<file path="src/rtl/mem_stage_lsu.sv">
// mem_stage_lsu: RV32I MEM-stage load/store unit between EX/MEM and MEM/WB, driving a valid/ready data bus.
// Latency: load 3 cycles minimum (issue, response, done), store 2 cycles; non-memory ops pass through combinationally.
// Backpressure: mem_stall holds PC..EX/MEM while an access is outstanding; dmem_req_* is held stable until dmem_req_ready.
// Ports: clk/reset (sync, active-low); ex_* EX/MEM fields in; dmem_* request/response bus;
//        mem_stall, misalign_err; *_out fields to the MEM/WB register.
// Option: define LSU_TIMEOUT_EN to add a TIMEOUT_CYCLES watchdog and a bus_err output pulse.
module mem_stage_lsu #(
    parameter int unsigned TIMEOUT_CYCLES = 255
) (
    input  logic        clk,
    input  logic        reset,
    input  logic        ex_valid,
    input  logic [31:0] ex_alu_result,
    input  logic [31:0] ex_store_data,
    input  logic [4:0]  ex_rd,
    input  logic [2:0]  ex_funct3,
    input  logic        ex_mem_read,
    input  logic        ex_mem_write,
    input  logic        ex_reg_write,
    input  logic        ex_mem_to_reg,
    output logic        dmem_req_valid,
    input  logic        dmem_req_ready,
    output logic        dmem_we,
    output logic [31:0] dmem_addr,
    output logic [31:0] dmem_wdata,
    output logic [3:0]  dmem_wstrb,
    input  logic        dmem_rsp_valid,
    input  logic [31:0] dmem_rdata,
    output logic        mem_stall,
    output logic        misalign_err,
    output logic [31:0] mem_read_data_out,
    output logic [31:0] alu_result_out,
    output logic [4:0]  rd_out,
    output logic        reg_write_out,
    output logic        mem_to_reg_out
`ifdef LSU_TIMEOUT_EN
    ,
    output logic        bus_err
`endif
);

    typedef enum logic [1:0] {IDLE, REQ, WAIT_RSP, DONE} state_t;

    state_t      state_q, state_d;
    logic [31:0] rdata_q, rdata_d;

    logic        is_load, is_store, mem_op;
    logic        misalign, illegal, bad_access;
    logic [1:0]  a_lo;
    logic [3:0]  wstrb;
    logic [31:0] wdata;
    logic [7:0]  byte_sel;
    logic [15:0] half_sel;
    logic [31:0] load_fmt;
    logic        req_vld, stall, err, in_done;
    logic        tmo;       // watchdog expiry this cycle
    logic        tmo_done;  // current DONE was reached by watchdog expiry

    assign a_lo     = ex_alu_result[1:0];
    assign is_load  = ex_mem_read;
    assign is_store = ex_mem_write & ~ex_mem_read;
    assign mem_op   = ex_valid & (ex_mem_read | ex_mem_write);

    always_comb begin
        illegal  = (ex_funct3 == 3'b011) || (ex_funct3 == 3'b110) || (ex_funct3 == 3'b111);
        misalign = 1'b0;
        case (ex_funct3[1:0])
            2'b01:   misalign = a_lo[0];
            2'b10:   misalign = (a_lo != 2'b00);
            default: misalign = 1'b0;
        endcase
        bad_access = illegal | misalign;
    end

    // Store lanes: data is replicated so the strobes alone select the target bytes.
    always_comb begin
        wstrb = 4'hF;
        wdata = ex_store_data;
        case (ex_funct3[1:0])
            2'b00: begin
                wstrb = 4'b0001 << a_lo;
                wdata = {4{ex_store_data[7:0]}};
            end
            2'b01: begin
                wstrb = 4'b0011 << {a_lo[1], 1'b0};
                wdata = {2{ex_store_data[15:0]}};
            end
            default: begin
                wstrb = 4'hF;
                wdata = ex_store_data;
            end
        endcase
    end

    always_comb begin
        byte_sel = dmem_rdata[7:0];
        case (a_lo)
            2'd1:    byte_sel = dmem_rdata[15:8];
            2'd2:    byte_sel = dmem_rdata[23:16];
            2'd3:    byte_sel = dmem_rdata[31:24];
            default: byte_sel = dmem_rdata[7:0];
        endcase
        half_sel = a_lo[1] ? dmem_rdata[31:16] : dmem_rdata[15:0];
        load_fmt = dmem_rdata;
        case (ex_funct3)
            3'b000:  load_fmt = {{24{byte_sel[7]}}, byte_sel};
            3'b100:  load_fmt = {24'h0, byte_sel};
            3'b001:  load_fmt = {{16{half_sel[15]}}, half_sel};
            3'b101:  load_fmt = {16'h0, half_sel};
            default: load_fmt = dmem_rdata;
        endcase
    end

`ifdef LSU_TIMEOUT_EN
    localparam int CNT_W = (TIMEOUT_CYCLES > 1) ? $clog2(TIMEOUT_CYCLES) : 1;

    logic [CNT_W-1:0] cnt_q, cnt_d;
    logic             tout_q;

    assign tmo      = ((state_q == REQ) || (state_q == WAIT_RSP)) &&
                      (cnt_q == CNT_W'(TIMEOUT_CYCLES - 1));
    assign tmo_done = tout_q;
    assign bus_err  = tmo;

    // Counts cycles spent in the current waiting state; any state change restarts it.
    always_comb begin
        cnt_d = '0;
        if (((state_q == REQ) || (state_q == WAIT_RSP)) && (state_d == state_q))
            cnt_d = cnt_q + CNT_W'(1);
    end

    always_ff @(posedge clk) begin
        if (!reset) begin
            cnt_q  <= '0;
            tout_q <= 1'b0;
        end else begin
            cnt_q  <= cnt_d;
            tout_q <= tmo;
        end
    end
`else
    logic unused_timeout_cfg;
    assign unused_timeout_cfg = ^TIMEOUT_CYCLES;
    assign tmo      = 1'b0;
    assign tmo_done = 1'b0;
`endif

    always_comb begin
        state_d = state_q;
        rdata_d = rdata_q;
        req_vld = 1'b0;
        stall   = 1'b0;
        err     = 1'b0;
        in_done = 1'b0;
        case (state_q)
            IDLE: begin
                if (mem_op) begin
                    if (bad_access) begin
                        err = 1'b1;
                    end else begin
                        req_vld = 1'b1;
                        stall   = 1'b1;
                        if (dmem_req_ready) state_d = is_load ? WAIT_RSP : DONE;
                        else                state_d = REQ;
                    end
                end
            end
            REQ: begin
                stall = 1'b1;
                if (tmo) begin
                    state_d = DONE;
                end else begin
                    req_vld = 1'b1;
                    if (dmem_req_ready) state_d = is_load ? WAIT_RSP : DONE;
                end
            end
            WAIT_RSP: begin
                stall = 1'b1;
                if (tmo) begin
                    state_d = DONE;
                end else if (dmem_rsp_valid) begin
                    rdata_d = load_fmt;
                    state_d = DONE;
                end
            end
            DONE: begin
                in_done = 1'b1;
                state_d = IDLE;
            end
            default: state_d = IDLE;
        endcase
    end

    always_ff @(posedge clk) begin
        if (!reset) begin
            state_q <= IDLE;
            rdata_q <= '0;
        end else begin
            state_q <= state_d;
            rdata_q <= rdata_d;
        end
    end

    // Request fields come straight from EX/MEM, which mem_stall freezes while the request is pending.
    assign dmem_req_valid = req_vld;
    assign dmem_we        = is_store;
    assign dmem_addr      = {ex_alu_result[31:2], 2'b00};
    assign dmem_wdata     = wdata;
    assign dmem_wstrb     = is_store ? wstrb : 4'h0;
    assign mem_stall      = stall;
    assign misalign_err   = err;

    // A stalled cycle presents a bubble to MEM/WB.
    assign alu_result_out    = ex_alu_result;
    assign mem_to_reg_out    = ex_mem_to_reg;
    assign rd_out            = stall ? 5'd0 : ex_rd;
    assign reg_write_out     = ex_valid & ex_reg_write & ~stall & ~err & ~tmo_done;
    assign mem_read_data_out = (in_done && is_load && !tmo_done) ? rdata_q : 32'h0;

endmodule

</file>
<file path="config.mk">
export PLATFORM = sky130hd
export DESIGN_NAME = mem_stage_lsu
export DESIGN_NICKNAME = d
export VERILOG_FILES = /design/src/rtl/mem_stage_lsu.sv
export SDC_FILE = /design/constraint.sdc
export NUM_CORES = 1
export LEC_CHECK = 0
export BUFFER_PORTS_ARGS = -buffer_cell sky130_fd_sc_hd__buf_2
export CORE_AREA = 2 2 98 100
export DETAILED_ROUTE_END_ITERATION = 16
export DIE_AREA = 0 0 100 102
export GPL_ROUTABILITY_DRIVEN = 0
export PLACE_DENSITY_LB_ADDON = 0.12
export REMOVE_ABC_BUFFERS = 1
export SLEW_MARGIN = 20
export SYNTH_ARGS = -nofsm -noshare
export SYNTH_HDL_FRONTEND = slang
export SYNTH_SLANG_ARGS = --single-unit
</file>
<file path="constraint.sdc">
create_clock -name clk -period 1.9 [get_ports clk]
set_input_delay 0.38 -clock clk [delete_from_list [all_inputs] [get_ports clk]]
set_output_delay 0.38 -clock clk [all_outputs]
set_load 0.01 [all_outputs]
</file>
# [After elaboration in Yosys (flattened, before gate mapping)]
# Cells that the tools add are included.
[op_classes] shifts=2 eq_ne=18 bitwise=10 addsub=0 n_mul=0 n_reduce_logical=10 n_div=0 n_lt_le_gt_ge=0 mux=24
[ops] operator="one-hot mux 32 bit (4 select lines)" count=1
[ops] operator="one-hot mux 32 bit (2 select lines)" count=1
[ops] operator="two-way mux 32 bit" count=1
[ops] operator="one-hot mux 8 bit (3 select lines)" count=1
[ops] operator="two-way mux 16 bit" count=1
[ops] operator="== test 3 bit, second input constant" count=4
[ops] operator="== test 2 bit, second input constant" count=5
[ops] operator="two-way mux 2 bit" count=5
[ops] operator="!= test 2 bit, second input constant" count=4
[ops] operator="one-hot mux 2 bit (4 select lines)" count=1
[ops] operator="one-hot mux 4 bit (2 select lines)" count=1
[ops] operator="two-way mux 1 bit" count=7
[ops] operator="== test 2 x 1 -> 1 bit, second input constant" count=3
[ops] operator="one-hot mux 1 bit (2 select lines)" count=3
[ops] operator="AND 1 bit" count=5
[ops] operator="two-way mux 5 bit" count=1
[ops] operator="zero test 2 bit" count=2
[ops] operator="two-way mux 4 bit" count=1
[ops] operator="AND reduction 4 bit" count=1
[ops] operator="<< shifter 1 x 2 -> 4 bit, first input constant" count=1
[ops] operator="<< shifter 2 x 2 -> 4 bit, first input constant" count=1
[ops] operator="== test 3 x 1 -> 1 bit, second input constant" count=1
[ops] operator="== test 3 x 2 -> 1 bit, second input constant" count=1
[ops] operator="zero test 3 bit" count=1
[ops] operator="7 further kinds" count=11
[word_totals] latchBits=0 in_bits=113 memories=0 out_inout_bits=143 mem_bits_rw=0 word_cells=66 mem_bits_ro=0 ff_bits=34

# [Longest topological paths before layout]
# Gate-level depths: netlist of run 1.
[logic_depth] word_depth=10 ltp_mapped=7 ltp_nobuf=6

# [Worst setup path before layout of run 1]
# Ideal clock, no wire load.
[synth_timing] path_kind="input-to-output" from="in ex_funct3[0]" to="out dmem_wdata[16]" n_path_buf=2 slack_ps=-169 arrival_time_ps=1689 required_ps=1520 path_stages=6 cell_sequence="inv_1 > ha_1 > clkbuf_1 > nor2_1 > clkbuf_1 > mux2_2"
[synth_between] elab_chain_cells=2 elab_cells_between_ends=3 classes_between="eq/ne (1); mux (1); reduce/logical (1)"
[synth_lines] item="start, declared" line="16" rtl="input logic [2:0] ex_funct3,"
[synth_lines] item="== test 2 x 1 -> 1 bit / zero test 2 bit (equally long branches)" line="79" rtl="case (ex_funct3[1:0])"
[synth_lines] item="one-hot mux 32 bit (2 select lines) (*)" line="79"
[synth_lines] item="end, declared" line="25" rtl="output logic [31:0] dmem_wdata,"
# Every way passes the cells marked *; elsewhere a longest branch is shown, timed or not.

# [Worst setup path in the final report of run 1]
[layout_timing] from="reg state_q[1]" to="out rd_out[4]"
[layout_between] elab_chain_cells=4 elab_cells_between_ends=6 classes_between="eq/ne (2); mux (2); reduce/logical (2)"
[layout_lines] item="start, declared" line="44" rtl="state_t state_q, state_d;"
[layout_lines] item="start signal, assigned" line="199" rtl="state_q <= state_d;"
[layout_lines] item="== test 2 bit / == test 2 x 1 -> 1 bit (equally long branches)" line="155" rtl="case (state_q)"
[layout_lines] item="OR reduction 2 bit (no line)"
[layout_lines] item="one-hot mux 1 bit (2 select lines) (*)" line="155"
[layout_lines] item="two-way mux 5 bit (*)" line="216" rtl="assign rd_out = stall ? 5'd0 : ex_rd;"
[layout_lines] item="end, declared" line="33" rtl="output logic [4:0] rd_out,"
# Marked as above.

==> results_dict.tcl, run 1 <==
set metrics [dict create \
    fmax_mhz 504 \
    overflow 0 \
    final_common_cell "buf_2" \
    routed_wl_um 12900 \
    first_pass_iters 4 \
    ant_nets 0 \
    multiInputGateArea_mm2 0.00180 \
    cts_tree "built" \
    ff2ff_setup_slack_ps 140 \
    setup_viol 14 \
    cap_violations 0 \
    num_rows 35 \
    r2r-start "state_q[0]$_SDFFE_PN0P_" \
    synth.distinct_cells 41 \
    portBuffers 161 \
    initialDrtViolationCount 105 \
    crit_slowest_cell "dfxtp_2" \
    synth_seq_cells 34 \
    synth.avg_cell_area_um2 7.65 \
    crit_type "reg2out" \
    cts.sinks 34 \
    fp.coreArea_mm2 0.00911 \
    finalHoldViolCount 0 \
    hold_end "rdata_q[27]$_SDFFE_PN0P_" \
    seq_area_frac_synth 0.223 \
    violations "setup timing" \
    cpPeakStageDelay_ps 330 \
    finalMaxSlewViolations 0 \
    syn_inst 398 \
    post-route-period-util 1.04 \
    cts_root_buf "clkbuf_8" \
    dieWidth_um 100 \
    fin_worst_skew_ps 7.18 \
    grt_max_degree 33 \
    min_period_ps 1990 \
    crit_fanout 6 \
    arrival_ps 1610 \
    vias_per_cell 5.32 \
    finalNetCount 628 \
    antenna_found_initial 1 \
    crit_chain "inv_2, ha_4, o211a_1, o211ai_1, a21oi_2, nor2b_1, buf_2" \
    dp.cells 598 \
    clk_latency_ps 280 \
    worstHoldPathType "in2reg" \
    leakagePower_uw 0.00214 \
    drive_above_1_share 0.505 \
    n_fill_cell 963 \
    start_util 0.334 \
    die_area_mm2 0.0102 \
    grtUsageTotal 0.231 \
    ctsHoldBuffers 0 \
    seq_area_um2 683 \
    critPathCaptureType "output pin" \
    peakVddDrop_mv 0.263 \
    cp.required_ps 1520 \
    powerDensity_mw_per_mm2 778 \
    synth_area_mm2 0.00305 \
    routedWlPerCell_um 20.8 \
    r2r_cells 8 \
    crit_buf_inv 2 \
    die_h_um 102 \
    reg2reg_to "state_q[1]$_SDFFE_PN0P_" \
    grt_pass1_vias 3075 \
    cts-buffers-inserted 5 \
    clk_path_buf_depth 2 \
    stdcell_count 619 \
    num_io_pins 256 \
    htree_levels 2 \
    drc 0 \
    area_delta_synth_final_pct 32.6 \
    rsz0062_at_grt "yes" \
    grt_pass1_wl_um 18000 \
    dp_hpwl_um 9520 \
    fin_util 0.444 \
    layout_common_cells "150 x buf_2, 37 x o21ai_0, 34 x a21oi_1, 33 x buf_4" \
    cp_top_family "compound AO/OA/AOI/OAI gates" \
    yosysWarnings 0 \
    clkTransAtPathRegs_ps 80 \
    status "finished, violations left" \
    crit_path_start_kind "register" \
    min_from "dmem_rdata[27]" \
    vias 3291 \
    whs_path_depth 3 \
    postLayoutSetupSlackWorst_ps -85.4 \
]
[worst max path at each step]
stage | from | endpoint | slack, ps | cells past startpoint
after floorplan | ex_funct3[0] | dmem_wdata[16] | -1230 | 4
after global placement | ex_funct3[0] | rd_out[3] | -140 | 9
after detailed placement | ex_funct3[0] | rd_out[3] | -190 | 9
after CTS | state_q[0]$_SDFFE_PN0P_ | rd_out[3] | -90 | 7
after global routing | state_q[0]$_SDFFE_PN0P_ | rd_out[2] | -200 | 7
final | state_q[1]$_SDFFE_PN0P_ | rd_out[4] | -90 | 7
[power by group]
group	switching [µW]	internal, µW
logic	823	729
registers	78.0	882
clock network	267	366
total	1170	1980
[flip-flops by register name, summed over array words and instances, names as in the netlist]
signal / count
rdata_q: 32
state_q: 2
[cell families (layout without fill, tap and decap cells)]
logic type	count (synthesis)	after routing	share of synthesized area
fa+ha+maj	9	9	0.0370
mux	18	18	0.0702
other cells	1	3	0.00123
compound gates	130	130	0.273
flops	34	34	0.223
buf+inv	111	219	0.233
simple gates	95	95	0.163
[Yosys cell counts]
cell type / instances / area share
o21bai_1: 2 / 0.0049
a2111oi_0: 1 / 0.0029
inv_1: 8 / 0.0099
conb_1: 1 / 0.0012
nand3_1: 3 / 0.0049
buf_2: 3 / 0.0049
and3_1: 32 / 0.066
or2_2: 1 / 0.0021
a221o_1: 1 / 0.0033
a31oi_1: 8 / 0.016
buf_4: 73 / 0.18
o21a_1: 3 / 0.0074
a21o_4: 1 / 0.0049
nor3_1: 2 / 0.0033
mux2_2: 17 / 0.063
mux4_2: 1 / 0.0074
nor2b_1: 7 / 0.014
o32ai_1: 1 / 0.0029
and4_1: 1 / 0.0029
dfxtp_1: 34 / 0.22
a311oi_1: 1 / 0.0029
buf_6: 2 / 0.0074
ha_1: 9 / 0.037
nand2_1: 36 / 0.044
a211o_1: 1 / 0.0029
nand2b_1: 7 / 0.014
o211ai_1: 2 / 0.0049
a221oi_1: 9 / 0.026
clkbuf_1: 22 / 0.027
o221a_2: 1 / 0.0037
a221oi_2: 1 / 0.0049
o21ai_0: 38 / 0.062
o211a_1: 1 / 0.0033
o21ai_1: 1 / 0.0016
and2_1: 3 / 0.0062
nor2_1: 2 / 0.0025
and2_0: 1 / 0.0021
a22o_1: 8 / 0.023
a21oi_1: 35 / 0.057
a22oi_1: 15 / 0.037
buf_1: 3 / 0.0037
[metrics by stage]
stage	TNS [ps]	setup WS, ps	hold WS (ps)	total power (µW)	instance area (µm²)
2_1_floorplan	-40090	-1230	496	1670	2370
3_3_place_gp	-2530	-143	513	2280	3560
3_5_place_dp	-3220	-192	519	2300	3560
4_1_cts	-756	-91.5	338	3070	3910
5_1_grt	-1820	-204	344	3360	4040
6_report	-747	-85.4	348	3150	4040
[area by class of cell]
| type | instances | share of cell area |
|---|---|---|
| clock buffers | 8 | 0.0272 |
| flip-flops and latches | 34 | 0.169 |
| diodes | 1 | 0.000619 |
| multi-input cells | 254 | 0.444 |
| repair buffers | 203 | 0.316 |
| inverters | 8 | 0.00867 |
| well taps | 111 | 0.0344 |
[metal layers]
| layer | track usage | vias up | share of wire |
|---|---|---|---|
| li1 | - | 1569 | - |
| met1 | 0.331 | 1538 | 0.47 |
| met2 | 0.300 | 173 | 0.41 |
| met3 | 0.127 | 11 | 0.11 |
| met4 | 0.0432 | 0 | 0.0094 |
| met5 | 0.0433 | - | 0 |
[tightest hold or removal path, stage by stage]
cell and delay (ps):
buf_2 110, nand2_1 50, a21oi_1 60
[what timing repair did]
item,4_1_cts,5_1_grt
setup endpoints to repair,42,44
setup buffers,9,5
resized for setup,38,28
gates cloned,1,1
pin swaps,5,5
Note: power is estimated with default switching activity, not from simulation.
==> inputs of run 2 (changes only) <==
--- a/config.mk
+++ b/config.mk
@@ -8,5 +8,6 @@
 export BUFFER_PORTS_ARGS = -buffer_cell sky130_fd_sc_hd__buf_2
-export CORE_AREA = 2 2 98 100
+export CELL_PAD_IN_SITES_DETAIL_PLACEMENT = 1
+export CELL_PAD_IN_SITES_GLOBAL_PLACEMENT = 1
+export CORE_UTILIZATION = 27
 export DETAILED_ROUTE_END_ITERATION = 16
-export DIE_AREA = 0 0 100 102
 export GPL_ROUTABILITY_DRIVEN = 0
==> constraint.sdc (replaced) <==
create_clock -name clk -period 2.3 [get_ports clk]
set_input_delay 0.23 -clock clk [delete_from_list [all_inputs] [get_ports clk]]
set_output_delay 0.23 -clock clk [all_outputs]
set_load 0.01 [all_outputs]
==> run 2 against run 1 <==
Net effect:
- the run now ends clean
- hold slack got worse by 130 ps
- die area increased by 15%
- global-route usage decreased by 1.4 points
- sequential share of layout area increased by 1.9 points
- flip-flop and latch count unchanged
- routed wire length increased by 1.1%
- worst setup slack improved by 300 ps
- clock skew decreased by 5.2 ps
- clock power increased by 2%
- register-to-register slack improved by 430 ps
- first-iteration DRC count increased by 68%
- critical endpoint is now rd_out[1]
- largest power group unchanged
- highest routed layer is now met5
==> results_dict.tcl, run 2 (synthesized netlist as in run 1, its figures left out) <==
set metrics [dict create \
    status "complete, no violations" \
    leakagePower_uw 0.00193 \
    n_fill_cell 1406 \
    cts_tree "built" \
    num_io_pins 256 \
    r2r_cells 6 \
    critPathCaptureType "output pin" \
    reg_top3 "rdata_q: 32 flops, state_q: 2 flops" \
    num_rows 38 \
    clk_latency_ps 270 \
    fp.coreArea_mm2 0.0109 \
    hold_end "rdata_q[29]$_SDFFE_PN0P_" \
    antenna-diode-count 0 \
    die_h_um 108 \
    start_util 0.279 \
    stdcell_count 619 \
    routed_wl_um 13000 \
    dp.cells 613 \
    top_register "rdata_q" \
    finalMaxSlewViolations 0 \
    clk_path_buf_depth 2 \
    r2r-start "state_q[0]$_SDFFE_PN0P_" \
    arrival_ps 1850 \
    fmax_mhz 480 \
    largest_reg_flops 32 \
    grt_max_degree 37 \
    dp_hpwl_um 10300 \
    crit_fanout 6 \
    overflow 0 \
    grt_pass1_wl_um 18900 \
    whs_path_depth 3 \
    max_slew_margin 0.626 \
    setup_viol 0 \
    final_common_cell "buf_2" \
    vias 3166 \
    antenna_found_initial 0 \
    cap_violations 0 \
    clkTransAtPathRegs_ps 50 \
    layout_common_cells "161 x buf_2, 38 x o21ai_0, 36 x nand2_1, 34 x a21oi_1, 34 x dfxtp_1" \
    grtUsageTotal 0.218 \
    drive_above_1_share 0.432 \
    first_pass_iters 4 \
    reg2reg_to "rdata_q[30]$_SDFFE_PN0P_" \
    cts_root_buf "clkbuf_16" \
    cts.sinks 34 \
    drc 0 \
    powerDensity_mw_per_mm2 686 \
    min_from "dmem_rdata[29]" \
    tightest_slew_ps 560 \
    ant_nets 0 \
    routedWlPerCell_um 21.0 \
    rsz0062_at_grt "no" \
    finalHoldViolCount 0 \
    ff2ff_setup_slack_ps 570 \
    vias_per_cell 5.11 \
    grt_pass1_vias 3176 \
    die_area_mm2 0.0117 \
    ctsHoldBuffers 0 \
    fin_util 0.331 \
    cts-buffers-inserted 5 \
    portBuffers 161 \
    cp.required_ps 2070 \
    crit_type "reg2out" \
    worstHoldPathType "in2reg" \
    post-route-period-util 0.906 \
    fin_worst_skew_ps 1.96 \
    crit_path_start_kind "register" \
    dieWidth_um 108 \
    finalNetCount 602 \
    area_delta_synth_final_pct 18.9 \
    initialDrtViolationCount 176 \
    min_period_ps 2080 \
    htree_levels 2 \
    peakVddDrop_mv 0.313 \
]
[run 2: where the power goes]
group | total [µW] | switching [µW] | internal, µW
combinational | 1040 | 613 | 426
clock | 647 | 229 | 418
sequential | 801 | 73.8 | 727
[run 2: layer usage]
| metal | wire, µm | global-route usage |
|---|---|---|
| met4 | 48 | 0.0313 |
| met1 | 6000 | 0.291 |
| met3 | 1400 | 0.124 |
| met2 | 5500 | 0.298 |
| met5 | 65 | 0.0759 |
[run 2: cell type report]
cell class | count | area [µm²] | share of cell area
Inverter | 8 | 30.0 | 0.00829
Multi-Input combinational cell | 254 | 1670 | 0.461
Tap cell | 140 | 175 | 0.0484
Timing Repair Buffer | 177 | 926 | 0.256
Sequential cell | 34 | 681 | 0.188
Clock buffer | 6 | 139 | 0.0383
[run 2: repair_timing]
item	4_1_cts	5_1_grt
buffers inserted	0	0
gates resized for setup	0	1
setup endpoints to repair	0	6
[run 2: worst max-delay path: stages, from the launching register on]
cell and delay (ps):
dfxtp_1 340, inv_1 120, ha_1 270, o211a_1 210
o211ai_1 140, a21oi_2 270, nor2b_1 80, buf_2 150
[run 2: how the worst max path moves through the flow]
stage | from | cells after the start | end | slack, ps
after global routing | state_q[0]$_SDFFE_PN0P_ | 7 | rd_out[1] | 10
final | state_q[0]$_SDFFE_PN0P_ | 7 | rd_out[1] | 220
after detailed placement | ex_funct3[1] | 6 | dmem_wdata[16] | 370
after CTS | state_q[0]$_SDFFE_PN0P_ | 7 | rd_out[1] | 80
after global placement | state_q[1]$_SDFFE_PN0P_ | 7 | rd_out[2] | 400
after floorplan | ex_funct3[0] | 4 | dmem_wdata[16] | -530
[run 2: stage by stage]
step                      TNS (ps)  power, µW  hold WS (ps)  instance area (µm²)  setup slack, ps
after global routing             0       2680           223                 3620             10.2
after detailed placement         0       1850           460                 3480              375
after floorplan             -13030       1380           364                 2370             -533
after global placement           0       1830           460                 3480              402
after CTS                        0       2510           216                 3620             78.4
final                            0       2490           218                 3620              215
==> inputs of run 3 (changes only) <==
CORE_MARGIN = 3   (was unset)
==> run 3 against run 2 <==
Net effect:
- cell count up 0.65%
- critical path type unchanged
- power up 1.8%
- non-clock buffer count up 2
- register-to-register slack worse by 220 ps
==> results_dict.tcl, run 3 (synthesized netlist as in run 1, its figures left out) <==
set metrics [dict create \
    status "complete, no violations" \
    min_period_ps 2090 \
    finalInstanceArea_mm2 0.00366 \
    start_util 0.279 \
    postPlaceCellArea_mm2 0.00351 \
    ant_nets 0 \
    seq_power_share 0.316 \
    critPathCaptureType "output pin" \
    post-route-period-util 0.911 \
    grt_pass1_vias 3246 \
    fin_worst_skew_ps 2.07 \
    num_io_pins 256 \
    fin_util 0.335 \
    netSwitchingFraction 0.372 \
    cts-buffers-inserted 5 \
    postCtsSetupRepairBufs 0 \
    min_from "dmem_rdata[21]" \
    comb_power_share 0.418 \
    largest_reg_flops 32 \
    die_area_mm2 0.0126 \
    p_total_uw 2530 \
    drive_above_1_share 0.435 \
    grt_pass1_wl_um 19800 \
    overflow 0 \
    vias_per_cell 5.15 \
    clk_path_buf_depth 2 \
    antenna-diode-count 0 \
    grtUsageTotal 0.200 \
    tns_ps 0 \
    top_register "rdata_q" \
    worstHoldPathType "in2reg" \
    rsz0062_at_grt "no" \
    drc 0 \
    crit_type "reg2out" \
    grt_max_degree 28 \
    final_common_cell "buf_2" \
    dieWidth_um 112 \
    fmax_mhz 477 \
    cp.required_ps 2070 \
    fp.coreArea_mm2 0.0109 \
    r2r-start "state_q[0]$_SDFFE_PN0P_" \
    clock_power_share 0.266 \
    tightest_slew_ps 775 \
    num_rows 38 \
    cts.sinks 34 \
    finalMaxSlewViolations 0 \
    clk_latency_ps 270 \
    routed_wl_um 13400 \
    leakagePower_uw 0.00195 \
    antenna_found_initial 0 \
    vias 3208 \
    area_delta_synth_final_pct 20.1 \
    clkTransAtPathRegs_ps 50 \
    layout_common_cells "161 x buf_2, 38 x o21ai_0, 36 x nand2_1, 34 x a21oi_1, 34 x dfxtp_1" \
    crit_slowest_cell "dfxtp_1" \
    crit_fanout 6 \
    cts_tree "built" \
    cpPeakStageDelay_ps 360 \
    max_slew_margin 0.483 \
    setup_viol 0 \
    first_pass_iters 4 \
    cap_violations 0 \
    powerDensity_mw_per_mm2 692 \
    p_sw_uw 942 \
    initialDrtViolationCount 99 \
    crit_path_start_kind "register" \
    htree_levels 2 \
    portBuffers 161 \
    p_int_uw 1590 \
    dp_hpwl_um 10600 \
    routedWlPerCell_um 21.4 \
    peakVddDrop_mv 0.344 \
    startpoint "state_q[1]$_SDFFE_PN0P_" \
    crit_chain "inv_1, ha_1, o211a_1, o211ai_1, a21oi_2, nor2b_1, buf_2" \
    die_h_um 112 \
    finalHoldViolCount 0 \
    dp_slack_ps 350 \
    cts_root_buf "clkbuf_16" \
    arrival_ps 1860 \
    finalNetCount 604 \
    postLayoutSetupSlackWorst_ps 205 \
    reg_top3 "rdata_q: 32 flops, state_q: 2 flops" \
]
## run 3: cell count changes in the layout (fill, tap and decap cells not counted)
cell,change
buf_4,+1
buf_12,+1
clkbuf_1,+1
clkinv_2,+1
## run 3: path summary, 6_finish.rpt
check	slack (ps)	cells after the start	endpoint
max reg2reg	350	5	rdata_q[31]$_SDFFE_PN0P_
min reg2reg	530	1	rdata_q[7]$_SDFFE_PN0P_
max	210	7	rd_out[2]
min	210	3	rdata_q[21]$_SDFFE_PN0P_
## run 3: per-stage QoR
stage	hold WS, ps	std cells
3_5_place_dp	460	615
2_1_floorplan	364	296
5_1_grt	212	623
3_3_place_gp	460	615
6_report	208	623
4_1_cts	202	623
## run 3: critical path, delay by kind of cell (launching register included)
kind                     cells  cell delay, ps
AO/OA/AOI/OAI                3             630
AND/OR/NAND/NOR              1              70
flip-flops                   1             360
buffers and inverters        2             270
adder cells (fa/ha/maj)      1             270
## run 3: power by group through the flow
stage               registers [µW]  logic (µW)  clock network [µW]
finish                         799        1060                 674
global route                   813        1180                 719
CTS                            797        1060                 692
detailed placement             806        1050                   0
global placement               806        1030                   0
floorplan                      781         598                   0
## run 3: final cells by class
| type | instances | area (µm²) |
|---|---|---|
| fillers | 1400 | 7280 |
| multi-input cells | 254 | 1670 |
| repair buffers | 179 | 953 |
| flip-flops and latches | 34 | 681 |
| well taps | 140 | 175 |
| clock buffers | 7 | 143 |
| inverters | 8 | 30.0 |
| clock inverters | 1 | 5.00 |
## run 3: layer usage
metal	share of wire	GRT usage	wire, µm	vias up
met1	0.47	0.278	6220	1536
met5	0	0.0392	0	-
met3	0.11	0.101	1410	6
met4	0.0070	0.0321	93	0
li1	-	-	-	1513
met2	0.42	0.280	5630	153
## run 3: what timing repair did
item | in CTS | in global routing
gates resized for setup | 0 | 1
endpoints found under the setup margin | 0 | 6
hold buffers | 0 | 0
